[config.mk]
export PLATFORM = sky130hd
export DESIGN_NAME = router_terminal_endpoint
export DESIGN_NICKNAME = d
export VERILOG_FILES = /design/src/rtl/router_ep_pkg.sv /design/src/rtl/ep_fwft_fifo.sv /design/src/rtl/router_terminal_endpoint.sv
export SDC_FILE = /design/constraint.sdc
export NUM_CORES = 1
export LEC_CHECK = 0
export ABC_AREA = 1
export ABC_CLOCK_PERIOD_IN_PS = 3100
export CAP_MARGIN = 5
export CORE_UTILIZATION = 30
export DETAILED_ROUTE_END_ITERATION = 16
export PLACE_DENSITY = 0.57
export SLEW_MARGIN = 20
export SYNTH_ARGS = -nofsm -noshare
export SYNTH_HDL_FRONTEND = slang
export SYNTH_SLANG_ARGS = --single-unit
[constraint.sdc]
create_clock -name clk -period 3.1 [get_ports clk]
set_input_delay 0.465 -clock clk [delete_from_list [all_inputs] [get_ports clk]]
set_output_delay 0.465 -clock clk [all_outputs]
set_load 0.01 [all_outputs]
[src/rtl/router_ep_pkg.sv]
// rtl/router_ep_pkg.sv - shared constants and helpers for the router terminal endpoint
package router_ep_pkg;

  localparam int ID_W = 8;
  localparam logic [ID_W-1:0] BROADCAST_ID = 8'hFF;

  localparam int TX_OVF  = 0;
  localparam int TX_UNDF = 1;
  localparam int RX_UNDF = 2;

  // Widest packet dest_id() accepts; callers zero-extend into this.
  localparam int PKT_MAX_W = 256;

  function automatic logic [ID_W-1:0] dest_id(input logic [PKT_MAX_W-1:0] pkt,
                                              input int unsigned pkt_w);
    logic [PKT_MAX_W-1:0] shifted;
    shifted = pkt >> (pkt_w - ID_W);
    return shifted[ID_W-1:0];
  endfunction

endpackage

[src/rtl/ep_fwft_fifo.sv]
// rtl/ep_fwft_fifo.sv - first-word-fall-through FIFO with occupancy counter
module ep_fwft_fifo #(
  parameter int width = 16,
  parameter int depth = 16
) (
  input  logic                         clk,
  input  logic                         reset,
  input  logic                         push,
  input  logic [width-1:0]             din,
  input  logic                         pop,
  output logic [width-1:0]             dout,
  output logic                         full,
  output logic                         empty,
  output logic [$clog2(depth+1)-1:0]   count
);

  localparam int AW = $clog2(depth);
  localparam int CW = $clog2(depth+1);

  logic [width-1:0] mem [depth];
  logic [AW-1:0]    wptr, rptr;
  logic             do_push, do_pop;

  // A pop on a full FIFO frees the slot the simultaneous push lands in.
  assign do_pop  = pop && !empty;
  assign do_push = push && (!full || do_pop);

  assign empty = (count == '0);
  assign full  = (count == CW'(depth));
  assign dout  = empty ? '0 : mem[rptr];

  always_ff @(posedge clk or posedge reset) begin
    if (reset) begin
      wptr  <= '0;
      rptr  <= '0;
      count <= '0;
    end else begin
      if (do_push) wptr <= wptr + 1'b1;
      if (do_pop)  rptr <= rptr + 1'b1;
      count <= count + CW'(do_push) - CW'(do_pop);
    end
  end

  always_ff @(posedge clk) begin
    if (do_push) mem[wptr] <= din;
  end

endmodule

[src/rtl/router_terminal_endpoint.sv]
// rtl/router_terminal_endpoint.sv - device-side endpoint for one router bus terminal
module router_terminal_endpoint
  import router_ep_pkg::*;
#(
  parameter int              pckg_sz    = 16,
  parameter int              fifo_depth = 16,
  parameter logic [ID_W-1:0] term_id    = 8'd0,
  parameter logic [ID_W-1:0] broadcast  = BROADCAST_ID
) (
  input  logic                              clk,
  input  logic                              reset,
  input  logic                              tx_push,
  input  logic [pckg_sz-1:0]                tx_data,
  output logic                              tx_full,
  output logic [$clog2(fifo_depth+1)-1:0]   tx_count,
  output logic [pckg_sz-1:0]                data_out_i_in,
  output logic                              pndng_i_in,
  input  logic                              popin,
  input  logic [pckg_sz-1:0]                data_out,
  input  logic                              pndng,
  output logic                              pop,
  input  logic                              rx_pop,
  output logic [pckg_sz-1:0]                rx_data,
  output logic                              rx_empty,
  output logic [$clog2(fifo_depth+1)-1:0]   rx_count,
  output logic [15:0]                       drop_cnt,
  output logic [2:0]                        err
);

  logic            tx_empty, rx_full, match, rx_wr;
  logic [ID_W-1:0] dest;

  ep_fwft_fifo #(.width(pckg_sz), .depth(fifo_depth)) u_tx_fifo (
    .clk   (clk),
    .reset (reset),
    .push  (tx_push),
    .din   (tx_data),
    .pop   (popin),
    .dout  (data_out_i_in),
    .full  (tx_full),
    .empty (tx_empty),
    .count (tx_count)
  );

  assign pndng_i_in = !tx_empty;

  assign dest  = dest_id(PKT_MAX_W'(data_out), pckg_sz);
  assign match = (dest == term_id) || (dest == broadcast);

  // Misaddressed words are always drained; matched ones wait for RX space.
  assign pop   = !reset && pndng && (!match || !rx_full || rx_pop);
  assign rx_wr = pop && match;

  ep_fwft_fifo #(.width(pckg_sz), .depth(fifo_depth)) u_rx_fifo (
    .clk   (clk),
    .reset (reset),
    .push  (rx_wr),
    .din   (data_out),
    .pop   (rx_pop),
    .dout  (rx_data),
    .full  (rx_full),
    .empty (rx_empty),
    .count (rx_count)
  );

  always_ff @(posedge clk or posedge reset) begin
    if (reset) begin
      drop_cnt <= '0;
      err      <= '0;
    end else begin
      if (pop && !match && drop_cnt != 16'hFFFF) drop_cnt <= drop_cnt + 16'd1;
      if (tx_push && tx_full && !popin) err[TX_OVF]  <= 1'b1;
      if (popin && tx_empty)            err[TX_UNDF] <= 1'b1;
      if (rx_pop && rx_empty)           err[RX_UNDF] <= 1'b1;
    end
  end

endmodule

==> reports/metrics.csv, run 1 <==
stage;metric;value;unit
outcome;status;completed;
clocking;# hold bufs at CTS;0;
clocking;H-tree depth;2;
cells_and_area;number of diodes;0;
floorplan;Die Span Y;281;um
clocking;Inserted Clock Buffers;58;
cells_and_area;share of post-route cells with drive strength above 1;0.121;
cells_and_area;commonest non-fill, non-tap cell in the layout;nand2_1;
cells_and_area;most frequent cells in the layout;nand2_1 (754), edfxtp_1 (512), nand3_1 (403);
setup_path;CP Launch Type;register;
floorplan;# rows;101;
yosys;Synth Warn #;0;
clocking;Sink Count;557;
clocking;Clock transition at path regs;0.06;ns
floorplan;Die ar.;78900;um2
timing;crit path time final;2.98;ns
hold_path;HP Class;in2reg;
routing;DRC viols;0;
timing;Final Setup Violations;0;
power;VDD IR max;644;uV
hold_path;min-delay src;data_out[12];
routing;Pre-antenna DRT Iters;5;
setup_path;Worst Path Arrival;2.51;ns
yosys;Mapped Cells;2052;
routing;drt total wl;61900;um
global_routing;first-pass GRT wire length;93700;um
cells_and_area;Final Instance Count excl. Fillers;3307;
yosys;synth top area cells;edfxtp_1 (66%), nand2_1 (12%), nand3_1 (8.7%);
place;DP HPWL;34800;um
setup_path;worst reg2reg endpoint;u_tx_fifo.count[4];
setup_path;Worst setup EP type;output port;
setup_path;R2R depth;13;
setup_path;Setup CP Type;reg2out;
setup_path;Crit Reg-Reg Startpoint;u_tx_fifo.count[3];
power;LEAKAGE;0.0107;uW
floorplan;Initial Utilization;0.305;
place;Post-DP Area;26100;um2
routing;via count;15808;
timing;hold_ws;0.328;ns
setup_path;reg2reg setup slack;0.41;ns
yosys;post-synthesis sequential area ratio;0.707;
timing;Fmax achieved;0.336;GHz
timing;Final Skew;0.0516;ns
cells_and_area;area delta synth->final;22.4;%
global_routing;Global Route Usage Sum;0.156;
yosys;#FFs+latches synth;557;
yosys;mapped cell area;23300;um2
timing;Slew Limit Headroom;0.501;
yosys;syn_nets;2115;
routing;Final ANT Viol Nets;0;
timing;measured slew at the worst slew-check pin;0.746;ns
power;PD cells;916;nW/um2
job;max cap viols;0;
global_routing;Overflow after GRT;0;
clocking;Root Buffer Master;clkbuf_16;
cells_and_area;nets;2290;
floorplan;I/O pins;103;
hold_path;Hold Path Stages;1;
timing;RSZ-0062 raised after global routing;true;
floorplan;DIE WIDTH;281;um
setup_path;critical path fanouts, max;21;
hold_path;Hold Path Sink;u_rx_fifo.mem[13][12];
place;Buffers on Ports;102;
yosys;post-synth top area share;0.659;
global_routing;largest net degree at the start of global routing;63;
routing;via density per instance;4.78;
cells_and_area;design area;28600;um2
routing;wire per inst;18.7;um
global_routing;initial antenna violation count;2;
timing;period utilization;0.960;
clocking;CTS tree;yes;
clocking;CTS max path bufs;3;
timing;setup tns final;0;ns
timing;final-report hold violation count;0;
routing;DR iter-0 viols;1374;
global_routing;vias in the first global route;15460;
place;DP Cell Count;3176;
timing;fin. max-slew vios;0;
place;gpl congestion;0.803;
yosys;average size of a mapped cell;11.4;um2
clocking;Worst-Skew Late Latency;0.63;ns
yosys;synth unique cells;30;
setup_path;Crit path required time;2.63;ns
yosys;dominant cell type by area after synthesis;edfxtp_1;
floorplan;Core Footprint;76500;um2
[per-stage QoR]
stage / setup WS [ns] / util / total power, uW
5_1_grt: 0.00202 / 0.374 / 27600
2_1_floorplan: 0.328 / - / 14800
3_3_place_gp: -0.0255 / 0.341 / 18500
4_1_cts: -0.228 / 0.373 / 26300
6_report: 0.123 / 0.374 / 26200
3_5_place_dp: 0.0370 / 0.341 / 18600
[layout make-up]
cell class / instances / area (um2)
fill: 7347 / 47900
sequential: 557 / 16500
multi-input combinational: 1332 / 6190
timing repair buffer: 223 / 2450
clock buffer: 75 / 1540
tap: 1030 / 1290
clock inverter: 35 / 364
inverter: 55 / 235
[metal layers]
metal | track usage | share of wire | routed length [um]
met1 | 0.206 | 0.43 | 26600
met3 | 0.0308 | 0.066 | 4090
met4 | 0.0439 | 0.021 | 1300
met2 | 0.261 | 0.48 | 29900
met5 | 0 | 0.00034 | 21
[timing repair]
action | 4_1_cts | 5_1_grt
resized for setup | 63 | 32
endpoints found under the setup margin | 32 | 18
cloned | 9 | 2
setup buffers | 7 | 4
pin swaps | 1 | 2
[flip-flops by register name, indices dropped and copies added (netlist names)]
signal	flops
u_tx_fifo.count	5
err	3
u_rx_fifo.mem	256
u_rx_fifo.rptr	4
u_rx_fifo.wptr	4
drop_cnt	16
u_tx_fifo.mem	256
u_tx_fifo.rptr	4
u_tx_fifo.wptr	4
u_rx_fifo.count	5
[cell families after synthesis]
logic type | after synthesis | share of synthesized area
adders and majority gates | 25 | 0.0140
buffers and inverters | 163 | 0.0351
DFF | 557 | 0.707
xor gates and xnor gates | 29 | 0.0109
and+or+nand+nor | 1230 | 0.222
AOI/OAI and AO/OA | 48 | 0.0107
[where the power goes]
part,internal (uW),leakage [uW],switching [uW]
clock network,4010,0.000914,2920
registers,8750,0.00518,307
logic,3890,0.00462,6290
[worst max-delay path by stage]
| stage | start | end | slack, ns | depth (start not counted) |
|---|---|---|---|---|
| 2_1_floorplan | reset | u_rx_fifo.count[4] | 0.33 | 11 |
| 3_3_place_gp | data_out[12] | u_rx_fifo.count[4] | -0.03 | 13 |
| 3_5_place_dp | data_out[12] | u_rx_fifo.count[4] | 0.04 | 13 |
| 4_1_cts | u_rx_fifo.rptr[0] | rx_data[6] | -0.23 | 9 |
| 5_1_grt | u_rx_fifo.rptr[0] | rx_data[0] | 0.002 | 11 |
| 6_report | u_tx_fifo.rptr[0] | data_out_i_in[14] | 0.12 | 10 |
[Yosys cell counts]
library cell	instances
nand2_1	754
edfxtp_1	512
nand3_1	404
buf_2	57
nor2_1	49
dfrtp_1	45
inv_1	45
a21oi_1	37
buf_4	28
ha_1	23
xor2_1	20
clkbuf_1	14
xnor2_1	9
o21ai_0	8
nor3_1	7
clkinv_1	6
buf_1	5
buf_6	4
inv_2	4
nand4_1	4
nand2_2	3
nor2_2	3
a31o_2	2
fa_1	2
nor2_4	2
a21o_1	1
and2_1	1
nand3_2	1
nand4_2	1
nor4_1	1
[critical path: stages, from the launching register on]
cell           delay (ns)
dfrtp_4              0.53
clkinv_8             0.11
bufbuf_16            0.31
nand2_1              0.06
nand3_1              0.06
nand3_1              0.07
nand2_1              0.10
nand2_1              0.06
a21oi_1              0.13
buf_4                0.16
dlygate4sd2_1        0.28
(Power assumes the default switching activity.)
==> run 2: changes to the inputs <==
--- a/config.mk
+++ b/config.mk
@@ -11,6 +11,7 @@
 export CORE_UTILIZATION = 30
 export DETAILED_ROUTE_END_ITERATION = 16
 export PLACE_DENSITY = 0.57
+export SETUP_SLACK_MARGIN = 0.15
 export SLEW_MARGIN = 20
 export SYNTH_ARGS = -nofsm -noshare
 export SYNTH_HDL_FRONTEND = slang
==> constraint.sdc (replaced) <==
create_clock -name clk -period 3.1 [get_ports clk]
set_input_delay 0.465 -clock clk [delete_from_list [all_inputs] [get_ports clk]]
set_output_delay 0.465 -clock clk [all_outputs]
set_load 0.005 [all_outputs]
==> reports/metrics.csv, run 2 (synthesis gave the netlist of run 1 again) <==
stage;metric;value;unit;change
place;Post-DP Area;26100;um2;about the same
floorplan;# rows;101;;unchanged
floorplan;Die Span Y;281;um;unchanged
global_routing;Global Route Usage Sum;0.165;;was 0.156
place;Buffers on Ports;102;;unchanged
cells_and_area;Multi-input gate area;6630;um2;was 6190 um2
timing;measured slew at the worst slew-check pin;0.787;ns;was 0.746 ns
timing;crit path time final;2.96;ns;was 2.98 ns
floorplan;I/O pins;103;;unchanged
hold_path;HP Class;in2async;;was in2reg
setup_path;crit-path cells;clkinv_8, buf_6, buf_6, buf_12, buf_12, buf_16, buf_6, nand2_2, nand3_2, nand3_1, nand2_1, nand2_1, a21oi_2, buf_2;;was clkinv_8, bufbuf_16, nand2_1, nand3_1, nand3_1, nand2_1, nand2_1, a21oi_1, buf_4, dlygate4sd2_1
floorplan;DIE WIDTH;281;um;unchanged
floorplan;Die ar.;78900;um2;unchanged
timing;period utilization;0.955;;was 0.960
global_routing;first-pass GRT wire length;98400;um;was 93,700 um
clocking;Clock transition at path regs;0.07;ns;was 0.06 ns
global_routing;Overflow after GRT;0;;unchanged
routing;via count;16399;;was 15,808
setup_path;Worst Setup SP;u_tx_fifo.rptr[0];;unchanged
global_routing;largest net degree at the start of global routing;66;;was 63
cells_and_area;most frequent cells in the layout;nand2_1 (714), edfxtp_1 (512), nand3_1 (356);;was nand2_1 (754), edfxtp_1 (512), nand3_1 (403)
timing;fin. max-slew vios;0;;unchanged
setup_path;Crit path required time;2.63;ns;about the same
routing;Final ANT Viol Nets;0;;unchanged
timing;Final Skew;0.0270;ns;was 0.0516 ns
floorplan;Core Footprint;76500;um2;unchanged
floorplan;Initial Utilization;0.305;;unchanged
setup_path;CP max stage delay;0.48;ns;was 0.53 ns
clocking;H-tree depth;2;;unchanged
routing;DRC viols;0;;unchanged
power;VDD IR max;576;uV;was 644 uV
setup_path;reg2reg setup slack;0.48;ns;was 0.41 ns
clocking;CTS max path bufs;3;;unchanged
setup_path;Worst setup EP type;output port;;unchanged
setup_path;R2R depth;15;;was 13
setup_path;CP max-delay cell;dfrtp_4;;unchanged
setup_path;crit path to;data_out_i_in[12];;was data_out_i_in[14]
setup_path;Setup CP Type;reg2out;;unchanged
clocking;CTS tree;yes;;unchanged
cells_and_area;area delta synth->final;28.8;%;was 22.4%
setup_path;critical path fanouts, max;7;;was 21
timing;Slew Limit Headroom;0.474;;was 0.501
cells_and_area;Register Area;16500;um2;about the same
place;gpl congestion;0.797;;was 0.803
routing;Pre-antenna DRT Iters;5;;unchanged
power;PD cells;944;nW/um2;was 916 nW/um2
routing;wire per inst;19.7;um;was 18.7 um
routing;via density per instance;4.87;;was 4.78
setup_path;CP Launch Type;register;;unchanged
timing;RSZ-0062 raised after global routing;true;;unchanged
clocking;# hold bufs at CTS;0;;unchanged
timing;setup tns final;0;ns;unchanged
cells_and_area;nets;2347;;was 2,290
cells_and_area;Top Registers;u_rx_fifo.mem (256), u_tx_fifo.mem (256), drop_cnt (16);;unchanged
job;max cap viols;0;;unchanged
setup_path;Crit Reg-Reg Startpoint;u_rx_fifo.count[2];;was u_tx_fifo.count[3]
timing;Fmax achieved;0.338;GHz;was 0.336 GHz
clocking;Sink Count;557;;unchanged
routing;DR iter-0 viols;1225;;was 1,374
cells_and_area;share of post-route cells with drive strength above 1;0.200;;was 0.121
timing;final-report hold violation count;0;;unchanged
routing;drt total wl;66400;um;was 61,900 um
clocking;Root Buffer Master;clkbuf_16;;unchanged
cells_and_area;design area;30100;um2;was 28,600 um2
setup_path;Worst Path Arrival;2.50;ns;was 2.51 ns
place;DP HPWL;34300;um;was 34,800 um
global_routing;vias in the first global route;16025;;was 15,460
cells_and_area;fillers;7263;;was 7,347
setup_path;worst reg2reg endpoint;u_rx_fifo.count[4];;was u_tx_fifo.count[4]
global_routing;initial antenna violation count;3;;was 2
outcome;status;completed;;unchanged
clocking;Inserted Clock Buffers;60;;was 58
setup_path;crit-path most repeated cell;buf_6;;was nand2_1
cells_and_area;commonest non-fill, non-tap cell in the layout;nand2_1;;unchanged
power;LEAKAGE;0.0113;uW;was 0.0107 uW
timing;Final Setup Violations;0;;unchanged
clocking;Worst-Skew Late Latency;0.63;ns;about the same
-- run 2: changes by cell type in the layout (fill, tap and decap cells not counted), sizes merged --
cell / before / now
buf: 117 / 190
dlygate4sd2: 18 / 2
clkinv: 31 / 37
dlymetal6s2s: 7 / 1
bufbuf: 3 / 1
clkdlybuf4s15: 2 / 4
diode: 0 / 2
clkdlybuf4s50: 69 / 70
clkinvlp: 4 / 5
inv: 49 / 48
-- run 2: worst min path at each step --
stage,endpoint,slack [ns],cells past startpoint
finish,err[2],0.39,3
global placement,err[1],0.45,1
detailed placement,err[1],0.45,1
floorplan,err[1],0.45,1
global route,u_rx_fifo.count[4],0.46,3
CTS,drop_cnt[1],0.39,3
-- run 2: power breakdown --
part / total (uW) / switching (uW) / internal, uW / leakage (uW)
combinational: 12200 / 7010 / 5230 / 0.00518
clock: 7140 / 3060 / 4080 / 0.000948
sequential: 9020 / 281 / 8740 / 0.00518
-- run 2: metrics by stage --
step	instances	total power [uW]	worst slack [ns]	hold slack, ns	util
4_1_cts	3345	27700	-0.0618	0.395	0.386
3_5_place_dp	3175	18300	0.163	0.447	0.342
6_report	3367	28400	0.138	0.392	0.393
2_1_floorplan	2052	14600	0.328	0.451	-
5_1_grt	3366	29800	0.00280	0.455	0.393
3_3_place_gp	3175	18200	0.101	0.447	0.342
-- run 2: worst max-delay path: cells and delay by family, from the launching register on --
family,cells,cell delay [ns]
flops,1,0.48
simple gates,5,0.36
compound gates,1,0.05
buf+inv,8,0.98
-- run 2: cell type report --
| cell class | count | area share |
|---|---|---|
| well taps | 1030 | 0.0429 |
| repair buffers | 278 | 0.114 |
| multi-input cells | 1332 | 0.221 |
| inverters | 55 | 0.00791 |
| clock buffers | 72 | 0.0514 |
| diodes | 2 | 0.000166 |
| clock inverters | 41 | 0.0140 |
| flip-flops and latches | 557 | 0.549 |
-- run 2: timing repair --
item                                    CTS  global route
pin swaps                                37            54
endpoints found under the hold margin     0             0
resized for setup                       197           104
setup buffers                            33            14
gates cloned                             24             6
endpoints found under the setup margin   33            29
-- run 2: metal layers --
layer / GRT usage / wire length (um) / vias up
li1: - / - / 7587
met1: 0.212 / 27300 / 8061
met2: 0.278 / 32300 / 610
met3: 0.0326 / 4910 / 139
met4: 0.0511 / 1870 / 2
met5: 0 / 12 / -
==> run 3: changes to the inputs <==
--- a/config.mk
+++ b/config.mk
@@ -9,6 +9,7 @@
 export ABC_CLOCK_PERIOD_IN_PS = 3100
 export CAP_MARGIN = 5
 export CORE_UTILIZATION = 30
+export CTS_CLUSTER_DIAMETER = 60
 export DETAILED_ROUTE_END_ITERATION = 16
 export PLACE_DENSITY = 0.57
 export SETUP_SLACK_MARGIN = 0.15
@@ -16,3 +17,4 @@
 export SYNTH_ARGS = -nofsm -noshare
 export SYNTH_HDL_FRONTEND = slang
 export SYNTH_SLANG_ARGS = --single-unit
+export TNS_END_PERCENT = 30
==> reports/metrics.csv, run 3 (synthesis gave the netlist of run 1 again) <==
stage;metric;value;unit;change
power;Int Pwr;17800;uW;was 18,000 uW
routing;Final ANT Viol Nets;0;;unchanged
timing;Final Skew;0.0350;ns;was 0.0270 ns
power;Sw Ratio;0.361;;was 0.364
cells_and_area;Multi-input gate area;6440;um2;was 6630 um2
power;Comb pwr share;0.423;;was 0.431
clocking;CTS max path bufs;3;;unchanged
floorplan;DIE WIDTH;281;um;unchanged
cells_and_area;nets;2338;;was 2,347
setup_path;Worst setup EP type;output port;;unchanged
timing;final-report hold violation count;0;;unchanged
floorplan;I/O pins;103;;unchanged
global_routing;first-pass GRT wire length;97700;um;was 98,400 um
routing;DRC viols;0;;unchanged
power;PD cells;935;nW/um2;was 944 nW/um2
timing;fin. max-slew vios;0;;unchanged
routing;DR iter-0 viols;1245;;was 1,225
routing;via density per instance;4.87;;about the same
cells_and_area;share of post-route cells with drive strength above 1;0.179;;was 0.200
global_routing;Global Route Usage Sum;0.164;;was 0.165
outcome;status;completed;;unchanged
timing;PnR worst setup slack;0.0193;ns;was 0.138 ns
hold_path;HP Class;in2async;;unchanged
clocking;Root Buffer Master;clkbuf_16;;unchanged
cells_and_area;area delta synth->final;27.4;%;was 28.8%
global_routing;initial antenna violation count;3;;unchanged
cells_and_area;most frequent cells in the layout;nand2_1 (724), edfxtp_1 (512), nand3_1 (376);;was nand2_1 (714), edfxtp_1 (512), nand3_1 (356)
place;DP Cell Count;3175;;unchanged
setup_path;Setup CP Type;reg2out;;unchanged
setup_path;worst reg2reg endpoint;u_rx_fifo.count[4];;unchanged
place;gpl congestion;0.797;;unchanged
cells_and_area;commonest non-fill, non-tap cell in the layout;nand2_1;;unchanged
floorplan;# rows;101;;unchanged
global_routing;largest net degree at the start of global routing;66;;unchanged
power;Clock power frac;0.252;;was 0.251
cells_and_area;Top Registers;u_rx_fifo.mem (256), u_tx_fifo.mem (256), drop_cnt (16);;unchanged
setup_path;Worst Path Arrival;2.62;ns;was 2.50 ns
clocking;H-tree depth;2;;unchanged
setup_path;reg2reg setup slack;0.49;ns;was 0.48 ns
clocking;CTS tree;yes;;unchanged
setup_path;Crit path required time;2.63;ns;about the same
power;LEAKAGE;0.0112;uW;was 0.0113 uW
setup_path;Crit Reg-Reg Startpoint;u_rx_fifo.count[2];;unchanged
power;switching power;10100;uW;was 10,300 uW
setup_path;critical path fanouts, max;17;;was 7
routing;drt total wl;65300;um;was 66,400 um
clocking;Worst-Skew Late Latency;0.64;ns;was 0.63 ns
timing;crit path time final;3.08;ns;was 2.96 ns
floorplan;Core Footprint;76500;um2;unchanged
routing;via count;16344;;was 16,399
global_routing;Overflow after GRT;0;;unchanged
clocking;Clock transition at path regs;0.06;ns;was 0.07 ns
clocking;Inserted Clock Buffers;61;;was 60
setup_path;CP Launch Type;register;;unchanged
setup_path;R2R depth;15;;unchanged
clocking;Sink Count;557;;unchanged
global_routing;vias in the first global route;16034;;was 16,025
floorplan;Die Span Y;281;um;unchanged
job;max cap viols;0;;unchanged
power;Flop pwr share;0.325;;was 0.318
timing;period utilization;0.994;;was 0.955
timing;Final Setup Violations;0;;unchanged
place;worst slack, placed;0.163;ns;unchanged
cells_and_area;fillers;7275;;was 7,263
timing;RSZ-0062 raised after global routing;true;;unchanged
timing;Slew Limit Headroom;0.478;;was 0.474
power;VDD IR max;558;uV;was 576 uV
cells_and_area;Final Instance Count excl. Fillers;3355;;was 3,367
timing;Fmax achieved;0.325;GHz;was 0.338 GHz
floorplan;Die ar.;78900;um2;unchanged
timing;measured slew at the worst slew-check pin;0.780;ns;was 0.787 ns
floorplan;Initial Utilization;0.305;;unchanged
routing;wire per inst;19.5;um;was 19.7 um
routing;Pre-antenna DRT Iters;7;;was 5
cells_and_area;Register Area;16500;um2;unchanged
place;DP HPWL;34300;um;unchanged
place;Buffers on Ports;102;;unchanged
==> run 3: cell count changes in the layout (fill, tap and decap cells not counted), sizes merged, moves of 2 or more <==
cell,change
buf,-15
bufbuf,+3
clkbuf,+7
clkinv,-7
bufinv,-2
clkinvlp,+2
==> run 3: metal layers <==
layer | part of all wire | global-route usage
met4 | 0.028 | 0.0524
met3 | 0.074 | 0.0287
met1 | 0.41 | 0.213
met5 | 0.00043 | 0
met2 | 0.48 | 0.276
==> run 3: layout make-up <==
class,instances,share of cell area
Sequential cell,557,0.555
Clock buffer,77,0.0533
Antenna cell,1,0.0000841
Timing Repair Buffer,268,0.111
Tap cell,1030,0.0433
Inverter,55,0.00799
Clock inverter,35,0.0120
Multi-Input combinational cell,1332,0.217
==> run 3: critical path, cell delays in order (launching register included) <==
cell,delay [ns]
dfrtp_1,0.38
inv_1,0.08
ha_1,0.23
nand4_2,0.12
clkinv_1,0.07
buf_4,0.23
a21oi_1,0.19
buf_4,0.16
clkdlybuf4s50_1,0.51
==> run 3: how the worst max path moves through the flow <==
stage                                  start  depth (start not counted)                  to
after detailed placement        data_out[14]                         13  u_rx_fifo.count[4]
final                     u_tx_fifo.count[2]                          8   data_out_i_in[10]
after CTS                  u_tx_fifo.rptr[0]                         10   data_out_i_in[15]
after floorplan                        reset                         11  u_rx_fifo.count[4]
after global placement          data_out[13]                         13  u_rx_fifo.count[4]
after global routing       u_tx_fifo.rptr[0]                         10   data_out_i_in[10]
==> run 3: stage by stage <==
step | hold WS, ns | cell area (um2) | TNS [ns] | util | power (uW)
after floorplan | 0.451 | 23300 | 0 | - | 14600
after global placement | 0.447 | 26100 | 0 | 0.342 | 18200
after detailed placement | 0.447 | 26100 | 0 | 0.342 | 18300
after CTS | 0.406 | 29300 | -0.177 | 0.383 | 27300
after global routing | 0.460 | 29700 | -0.158 | 0.389 | 29300
final | 0.394 | 29700 | 0 | 0.389 | 27800
==> run 3: power by group through the flow <==
| stage | Clock, uW | Sequential (uW) | Combinational [uW] |
|---|---|---|---|
| detailed placement | 0 | 9190 | 9090 |
| finish | 7020 | 9030 | 11800 |
| global placement | 0 | 9170 | 9000 |
| CTS | 7160 | 9040 | 11100 |
| floorplan | 0 | 9090 | 5490 |
| global route | 7450 | 9080 | 12800 |
==> run 3: timing repair <==
action | CTS | global route
hold buffers | 0 | 0
setup endpoints to repair | 33 | 30
pin swaps | 26 | 63
cloned | 24 | 6
setup buffers | 27 | 10
resized for setup | 151 | 88
